$ cat config.mk
export PLATFORM = sky130hd
export DESIGN_NAME = clock_rate_ctrl
export DESIGN_NICKNAME = d
export VERILOG_FILES = /design/src/rtl/clock_rate_ctrl.sv
export SDC_FILE = /design/constraint.sdc
export NUM_CORES = 1
export LEC_CHECK = 0
export BUFFER_PORTS_ARGS = -buffer_cell sky130_fd_sc_hd__buf_2
export CAP_MARGIN = 25
export CORE_UTILIZATION = 38
export DETAILED_ROUTE_END_ITERATION = 7
export GPL_TIMING_DRIVEN = 0
export HOLD_SLACK_MARGIN = 0.08
export PLACE_DENSITY_LB_ADDON = 0.2
export SYNTH_ARGS = -nofsm -noshare
export SYNTH_HDL_FRONTEND = slang
export SYNTH_SLANG_ARGS = --single-unit
$ cat constraint.sdc
create_clock -name clk -period 4.3 [get_ports clk]
set_input_delay 1.29 -clock clk [delete_from_list [all_inputs] [get_ports clk]]
set_output_delay 1.29 -clock clk [all_outputs]
set_load 0.005 [all_outputs]
$ cat src/rtl/clock_rate_ctrl.sv
// clock_rate_ctrl: switch-selected 1/10/100/1000 Hz time base; rate changes land on a period boundary.
// Optional switch debounce stage is built when CLOCK_RATE_CTRL_DEBOUNCE_EN is defined.
module clock_rate_ctrl #(
  parameter int CLK_HZ          = 100_000_000,
  parameter int DEBOUNCE_CYCLES = 1_000_000
) (
  input  logic       clk,
  input  logic       rst_n,
  input  logic       switch_x10,
  input  logic       switch_x100,
  input  logic       switch_x1000,
  output logic       tick,
  output logic       clk_hz,
  output logic [1:0] rate_sel,
  output logic       rate_change
);

  localparam logic [26:0] L0 = 27'(CLK_HZ - 1);
  localparam logic [26:0] L1 = 27'(CLK_HZ / 10 - 1);
  localparam logic [26:0] L2 = 27'(CLK_HZ / 100 - 1);
  localparam logic [26:0] L3 = 27'(CLK_HZ / 1000 - 1);
  localparam logic [26:0] M0 = 27'(CLK_HZ / 2 - 1);
  localparam logic [26:0] M1 = 27'(CLK_HZ / 20 - 1);
  localparam logic [26:0] M2 = 27'(CLK_HZ / 200 - 1);
  localparam logic [26:0] M3 = 27'(CLK_HZ / 2000 - 1);

  typedef enum logic {
    ST_STABLE,
    ST_PENDING
  } state_t;

  logic [2:0]  r_s1;
  logic [2:0]  r_s2;
  logic [2:0]  w_acc;
  logic [1:0]  w_req;
  logic [26:0] r_cnt;
  logic [26:0] w_last;
  logic [26:0] w_mid;
  logic        w_wrap;
  logic        w_apply;
  state_t      r_state;
  state_t      w_nstate;
  logic [1:0]  r_rate;
  logic [1:0]  r_pend;
  logic [1:0]  w_npend;
  logic        r_tick;
  logic        r_clk;
  logic        r_chg;

  always_ff @(posedge clk or negedge rst_n) begin
    if (!rst_n) begin
      r_s1 <= '0;
      r_s2 <= '0;
    end else begin
      r_s1 <= {switch_x1000, switch_x100, switch_x10};
      r_s2 <= r_s1;
    end
  end

`ifdef CLOCK_RATE_CTRL_DEBOUNCE_EN
  localparam int DW = $clog2(DEBOUNCE_CYCLES + 1);
  localparam logic [DW-1:0] DB_LAST = DW'(DEBOUNCE_CYCLES - 1);

  logic [2:0]    r_cand;
  logic [2:0]    r_acc;
  logic [DW-1:0] r_db;

  // Counter saturates once the candidate is accepted.
  always_ff @(posedge clk or negedge rst_n) begin
    if (!rst_n) begin
      r_cand <= '0;
      r_acc  <= '0;
      r_db   <= '0;
    end else if (r_s2 != r_cand) begin
      r_cand <= r_s2;
      r_db   <= '0;
    end else if (r_db == DB_LAST) begin
      r_acc  <= r_cand;
    end else begin
      r_db   <= r_db + 1'b1;
    end
  end

  assign w_acc = r_acc;
`else
  wire w_unused_db = (DEBOUNCE_CYCLES > 0);

  assign w_acc = r_s2;
`endif

  always_comb begin
    w_req = 2'd0;
    unique case (1'b1)
      w_acc[2]:             w_req = 2'd3;
      w_acc[2:1] == 2'b01:  w_req = 2'd2;
      w_acc == 3'b001:      w_req = 2'd1;
      default:              w_req = 2'd0;
    endcase
  end

  always_comb begin
    w_last = L0;
    w_mid  = M0;
    unique case (r_rate)
      2'd0: begin w_last = L0; w_mid = M0; end
      2'd1: begin w_last = L1; w_mid = M1; end
      2'd2: begin w_last = L2; w_mid = M2; end
      2'd3: begin w_last = L3; w_mid = M3; end
      default: ;
    endcase
  end

  assign w_wrap = (r_cnt == w_last);

  always_comb begin
    w_nstate = r_state;
    w_npend  = r_pend;
    w_apply  = 1'b0;
    unique case (r_state)
      ST_STABLE: begin
        if (w_req != r_rate) begin
          w_nstate = ST_PENDING;
          w_npend  = w_req;
        end
      end
      ST_PENDING: begin
        if (w_req == r_rate) begin
          w_nstate = ST_STABLE;
        end else if (w_wrap) begin
          w_nstate = ST_STABLE;
          w_apply  = 1'b1;
        end else begin
          w_npend  = w_req;
        end
      end
      default: w_nstate = ST_STABLE;
    endcase
  end

  always_ff @(posedge clk or negedge rst_n) begin
    if (!rst_n) begin
      r_state <= ST_STABLE;
      r_pend  <= 2'd0;
      r_rate  <= 2'd0;
      r_cnt   <= '0;
      r_tick  <= 1'b0;
      r_clk   <= 1'b0;
      r_chg   <= 1'b0;
    end else begin
      r_state <= w_nstate;
      r_pend  <= w_npend;
      r_cnt   <= w_wrap ? 27'd0 : r_cnt + 27'd1;
      r_tick  <= w_wrap;
      r_chg   <= w_apply;
      if (w_apply) r_rate <= r_pend;
      if (w_wrap)
        r_clk <= 1'b0;
      else if (r_cnt == w_mid)
        r_clk <= 1'b1;
    end
  end

  assign tick        = r_tick;
  assign clk_hz      = r_clk;
  assign rate_sel    = r_rate;
  assign rate_change = r_chg;

endmodule

# After elaboration in Yosys (flattened, before gate mapping)
# Cells that the tools add are included.
[word_totals]
word_cells = 43
input_bits = 5
regBits = 41
[op_classes]
n_eq_ne = 12
add_sub_neg = 1
n_reduce_logical = 3
bitwise_logic = 1
muxes = 17
[op_table]
columns = ["operator", "count"]
rows = [
  ["$pmux 27 s4", 2],
  ["$eq 27x27->1", 2],
  ["$add 27x1->27 const B", 1],
  ["$mux 27", 1],
  ["$mux 1", 8],
  ["$mux 2", 3],
  ["$ne 2x2->1 const B", 3],
  ["$pmux 2 s3", 1],
  ["$eq 2x1->1 const B", 2],
  ["$eq 2x2->1 const B", 2],
  ["$pmux 2 s2", 1],
  ["$eq 3x1->1 const B", 1],
  ["$reduce_and 3->1", 1],
  ["$eq 2x2->1", 1],
  ["$logic_not 2->1", 1],
  ["$ne 2x2->1", 1],
  ["$pmux 1 s2", 1],
  ["$reduce_bool 2->1", 1],
  ["$not 1->1", 1],
]

# Longest topological paths before layout
[depth]
word_depth = 6
ltp_mapped = 9
ltp_nobuf = 7

# Worst setup path after synthesis
# No wires, ideal clock.
[synth_timing]
path_kind = "flip-flop to flip-flop"
start = "register r_rate[0], in the netlist rate_sel[0]"
end = "register r_cnt[10]"
path_stages_with_launch = 10
path_buffers = 2
t_required_ps = 4179
arrival_time_ps = 2337
setup_slack_ps = 1842
cell_sequence = "dfrtp_1 > inv_1 > ha_1 > buf_2 > nor3b_1 > o22ai_1 > or4_1 > nor3_2 > buf_2 > nor2_1"
[synth_between]
elab_chain_len = 4
[synth_lines]
columns = ["element", "line", "text"]
rows = [
  ["from (decl)", "43", "logic [1:0] r_rate;"],
  ["from (signal assigned)", "155", "if (w_apply) r_rate <= r_pend;"],
  ["$eq 2x2->1 (tied with other cells)", "104", "unique case (r_rate)"],
  ["$pmux 27 s4 (*)", "104", ""],
  ["$eq 27x27->1 (*)", "113", "assign w_wrap = (r_cnt == w_last);"],
  ["$mux 27 (*)", "152", "r_cnt <= w_wrap ? 27'd0 : r_cnt + 27'd1;"],
  ["to (signal assigned)", "152", ""],
  ["to (decl)", "36", "logic [26:0] r_cnt;"],
]
# Mark *: on every way between the ends. The rest lies on a longest branch, timed or not. The select of a mux whose other input is x is not followed.
# A chain may end at the register's enable or synchronous reset.

# Worst setup path after layout
[layout_timing]
start = "register r_rate[0], in the netlist rate_sel[0]"
end = "register r_cnt[23]"
[layout_between]
elab_chain_len = 4
[layout_lines]
columns = ["element", "line", "text"]
rows = [
  ["$eq 2x2->1 (tied with other cells)", "104", ""],
  ["$pmux 27 s4 (*)", "104", ""],
  ["$eq 27x27->1 (*)", "113", ""],
  ["named net w_wrap", "39", "logic w_wrap;"],
  ["$mux 27 (*)", "152", ""],
]
# Mark *: on every way through the listed nets, which the timed path passes. The rest lies on a longest branch. The select of a mux whose other input is x is not followed.

==> flow_results.org <==
** Pwr
- Power density normalized to cell area :: 287.3 nW/um^2
- Total power for the finished layout comes to 732.3 uW.
- VDD sags by at most 215.2 uV.
- Summed over all cells, the static leakage comes to 1.099 nW.

** Setup path
- Kind of capture point of the worst setup path :: register
- In this design, the stage delay of the slowest critical-path cell is 0.61 ns.
- Counting cells, the worst reg-to-reg path comes to 9.
- Family of cells with the greatest summed delay on the critical path :: simple AND/OR/NAND/NOR gates
- Crit path depth :: 9
- STA puts the critical path data required time at 4.48 ns.
- Critical-path top delay cell :: or4_1
- Category of the worst setup path launch point :: register
- Worst Path Max Fanout :: 10
- Data on the critical path arrives at its endpoint at 3.09 ns.
- Walking the worst path, the cells encountered are inv_1, ha_1, buf_2, nor3b_1, o22ai_1, or4_1, nor3_2, buf_2, nor2_1.
- Worst Path Buf+Inv :: 3
- In this design, the critical path's most frequently occurring cell is buf_2.
- The worst setup path is of the reg -> reg kind.

** STA
- Setup repair after global routing left no endpoint under its margin.
- Max-slew violation count :: 0
- Final cycle utilization of the critical path :: 0.6762
- Worst Clk Skew :: 0.006443 ns
- Endpoints failing hold :: 0
- For the pin with the worst max-slew slack, the measured transition is 0.8995 ns.
- Final critical delay including setup and external delays :: 2.908 ns
- Worst slew margin relative to its limit :: 0.4003
- After routing, the total negative slack on setup checks comes to 0 ns.
- Derived from the worst setup path, the maximum achievable clock frequency is 0.3439 GHz.
- Finish-stage setup viols :: 0
- Worst hold-check slack :: 0.3519 ns

** Clocking
- The number of hold buffers added after CTS was 0.
- For this design, the sink count on the clock tree is 41.
- CTS placed an instance of clkbuf_8 at the clock tree root.
- CTS-repair resized insts :: 0
- The later pin in the worst-skew pair is clocked with a latency of 0.30 ns.
- CTS built an H-tree with a depth of 2.
- Clock tree from TritonCTS :: done
- Number of clock buffers inserted by TritonCTS :: 5
- Setup bufs post-CTS :: 0
- After clock tree synthesis, the clock-pin slew on the worst setup and hold paths is 0.08 ns.
- Buffer depth of the longest clock path :: 2

** Routing
- Summing over every cut layer, the via total after detailed routing is 1,736.
- Using the TritonRoute via totals, the vias-per-cell ratio works out to 5.277.
- In the routed design, unresolved DRC markers number 0.
- Dividing the detail-routed wire length by the instance count gives 14.62 um.
- The count of nets left with antenna violations once routing finished came out at 0.
- First-pass DRT Iterations :: 4
- Initial DRC Count :: 127
- For this block, the routed nets add up to 4809 um of wire.

** Die
- CORE AREA :: 5675 sq um
- The initial utilization of the core area, before any placement, comes to 0.4048.
- Number of I/O pins :: 10
- Width of the die :: 79.75 um
- The floorplan step defined a die boundary enclosing 6360 sq um.
- The die is 79.75 um tall.
- Rows :: 27

** Run
- Total of max-cap violations :: 0

** Placed design
- At the end of routability-driven placement, the weighted congestion stood at 0.8769.
- Detailed placement ended at an HPWL of 3493 um.
- Placed Instance Area :: 2432 sq um
- During placement, the flow inserted port buffers numbering 9.

** Layout
- Filler cell count in the final layout :: 571
- Synth-to-Final Area Change :: 10.95%
- The number of antenna diodes in the final layout is 0.
- In the final design database the tool counted 267 nets.
- The finished cells cover 2549 sq um.
- In the final layout, the share of cells above drive strength 1 is 0.1012.
- At the end of the flow the core is filled with cells to 0.4491.

** Status
- Outcome :: complete, no violations

** Synthesis
- After synthesis, the cell types taking the most area are dfrtp_1, xnor2_1, nor2_1.
- The most used flip-flop cell after synthesis is dfrtp_1.
- Gate count of the mapped netlist :: 240
- Count of yosys warnings during synthesis :: 0
- Post-Synthesis Cell Area :: 2297 sq um
- Synthesis instantiated 45 different standard cells from the library.
- The number of nets handed over by synthesis was 251.
- Per-instance average area after synthesis :: 9.572 sq um
- The share of synthesized area in the top cell type comes to 0.4466.
- Post-synth ARST share :: 1.000
- Of all cell types, the one taking the most synthesized area is dfrtp_1.
- Post-synthesis sequential element count :: 41
- Number of flops mapped to enable cells by yosys :: 0
- The share of the Yosys chip area taken by registers is 0.4466.

** Global routing
- Entering global routing, the biggest net connects 42 pins.
- In the global route stage, overall resource usage came out at 0.1747.
- The via count of the first global-routing pass is 1,680.
- After global routing the overflow that remains totals 0.
- Antenna violations before repair :: 0
- The first global-routing pass estimated 8397 um of wire.

** Worst hold path
- Min-Delay Path Class :: reg -> reg
- Worst hold stages :: 0
==> placed cells by master, fill, tap and decap left out, drive strengths merged, types with 6 or more instances in the layout <==
cell type / instances
nand4: 6
nor3: 9
buf: 16
nor2: 34
nand2: 12
dfrtp: 41
inv: 11
nor3b: 6
clkbuf: 13
xnor2: 19
nand3: 13
xor2: 12
ha: 6
==> metal layers <==
metal	global-route usage	part of all wire
met5	0	0
met4	0.05893	0.016
met3	0.04343	0.036
met2	0.2658	0.45
met1	0.2409	0.49
==> synth_stat cells, types with 5 or more instances <==
library cell  number
nand2_1           12
xnor2_1           19
xor2_1            12
dfrtp_1           41
inv_1             11
clkbuf_1           5
ha_1               6
nand4_1            6
nand3_1           13
buf_2              6
nor3_1             8
nor3b_1            6
nor2_1            34
==> path summary, 6_finish.rpt <==
path	startpoint	to	slack, ns
worst max-delay path	rate_sel[0]	r_cnt[23]	1.39
worst min-delay path	r_s1[0]	r_s2[0]	0.35
worst max register to register	rate_sel[0]	r_cnt[23]	1.39
worst min register to register	r_s1[0]	r_s2[0]	0.35
max in group asynchronous	rst_n	r_cnt[22]	2.63
min in group asynchronous	rst_n	r_cnt[5]	1.11
==> flip-flops by register name, indices dropped and copies added, names as in the netlist <==
signal	cells
rate_change	1
r_cnt	27
clk_hz	1
r_s2	3
rate_sel	2
r_pend	2
tick	1
r_s1	3
r_state	1
==> power breakdown <==
part / internal, mW / switching (mW) / leakage, nW / total, mW
clock network: 0.189 / 0.137 / 0.0585 / 0.326
logic: 0.00400 / 0.0102 / 0.507 / 0.0142
registers: 0.390 / 0.00191 / 0.533 / 0.392
total: 0.583 / 0.149 / 1.10 / 0.732
==> per-stage QoR <==
step                      worst slack (ns)  instances
after floorplan                      1.842        240
after global placement               1.384        321
after detailed placement             1.353        321
after CTS                            1.311        329
after global routing                 1.108        329
final                                1.392        329
==> logic make-up (layout without fill, tap and decap cells) <==
kind of cell               count (synthesis)  in the layout  share of synthesized area
DFF                                       41             41                     0.4466
adders and majority gates                  6              6                    0.03268
buffers and inverters                     24             41                    0.04630
AOI/OAI and AO/OA                         20             20                    0.06591
and+or+nand+nor                          114            114                     0.2729
muxes                                      4              4                    0.01743
xor gates and xnor gates                  31             31                     0.1182
==> cell type report <==
class	count	area (sq um)	share of cell area
plain buffers	13	65.06	0.02553
clock buffers	7	86.33	0.03387
clock inverters	1	30.03	0.01178
inverters	11	41.29	0.01620
multi-input cells	175	1165	0.4570
flip-flops and latches	41	1026	0.4026
well taps	72	90.09	0.03535
repair buffers	9	45.04	0.01767
(Power assumes the default switching activity.)
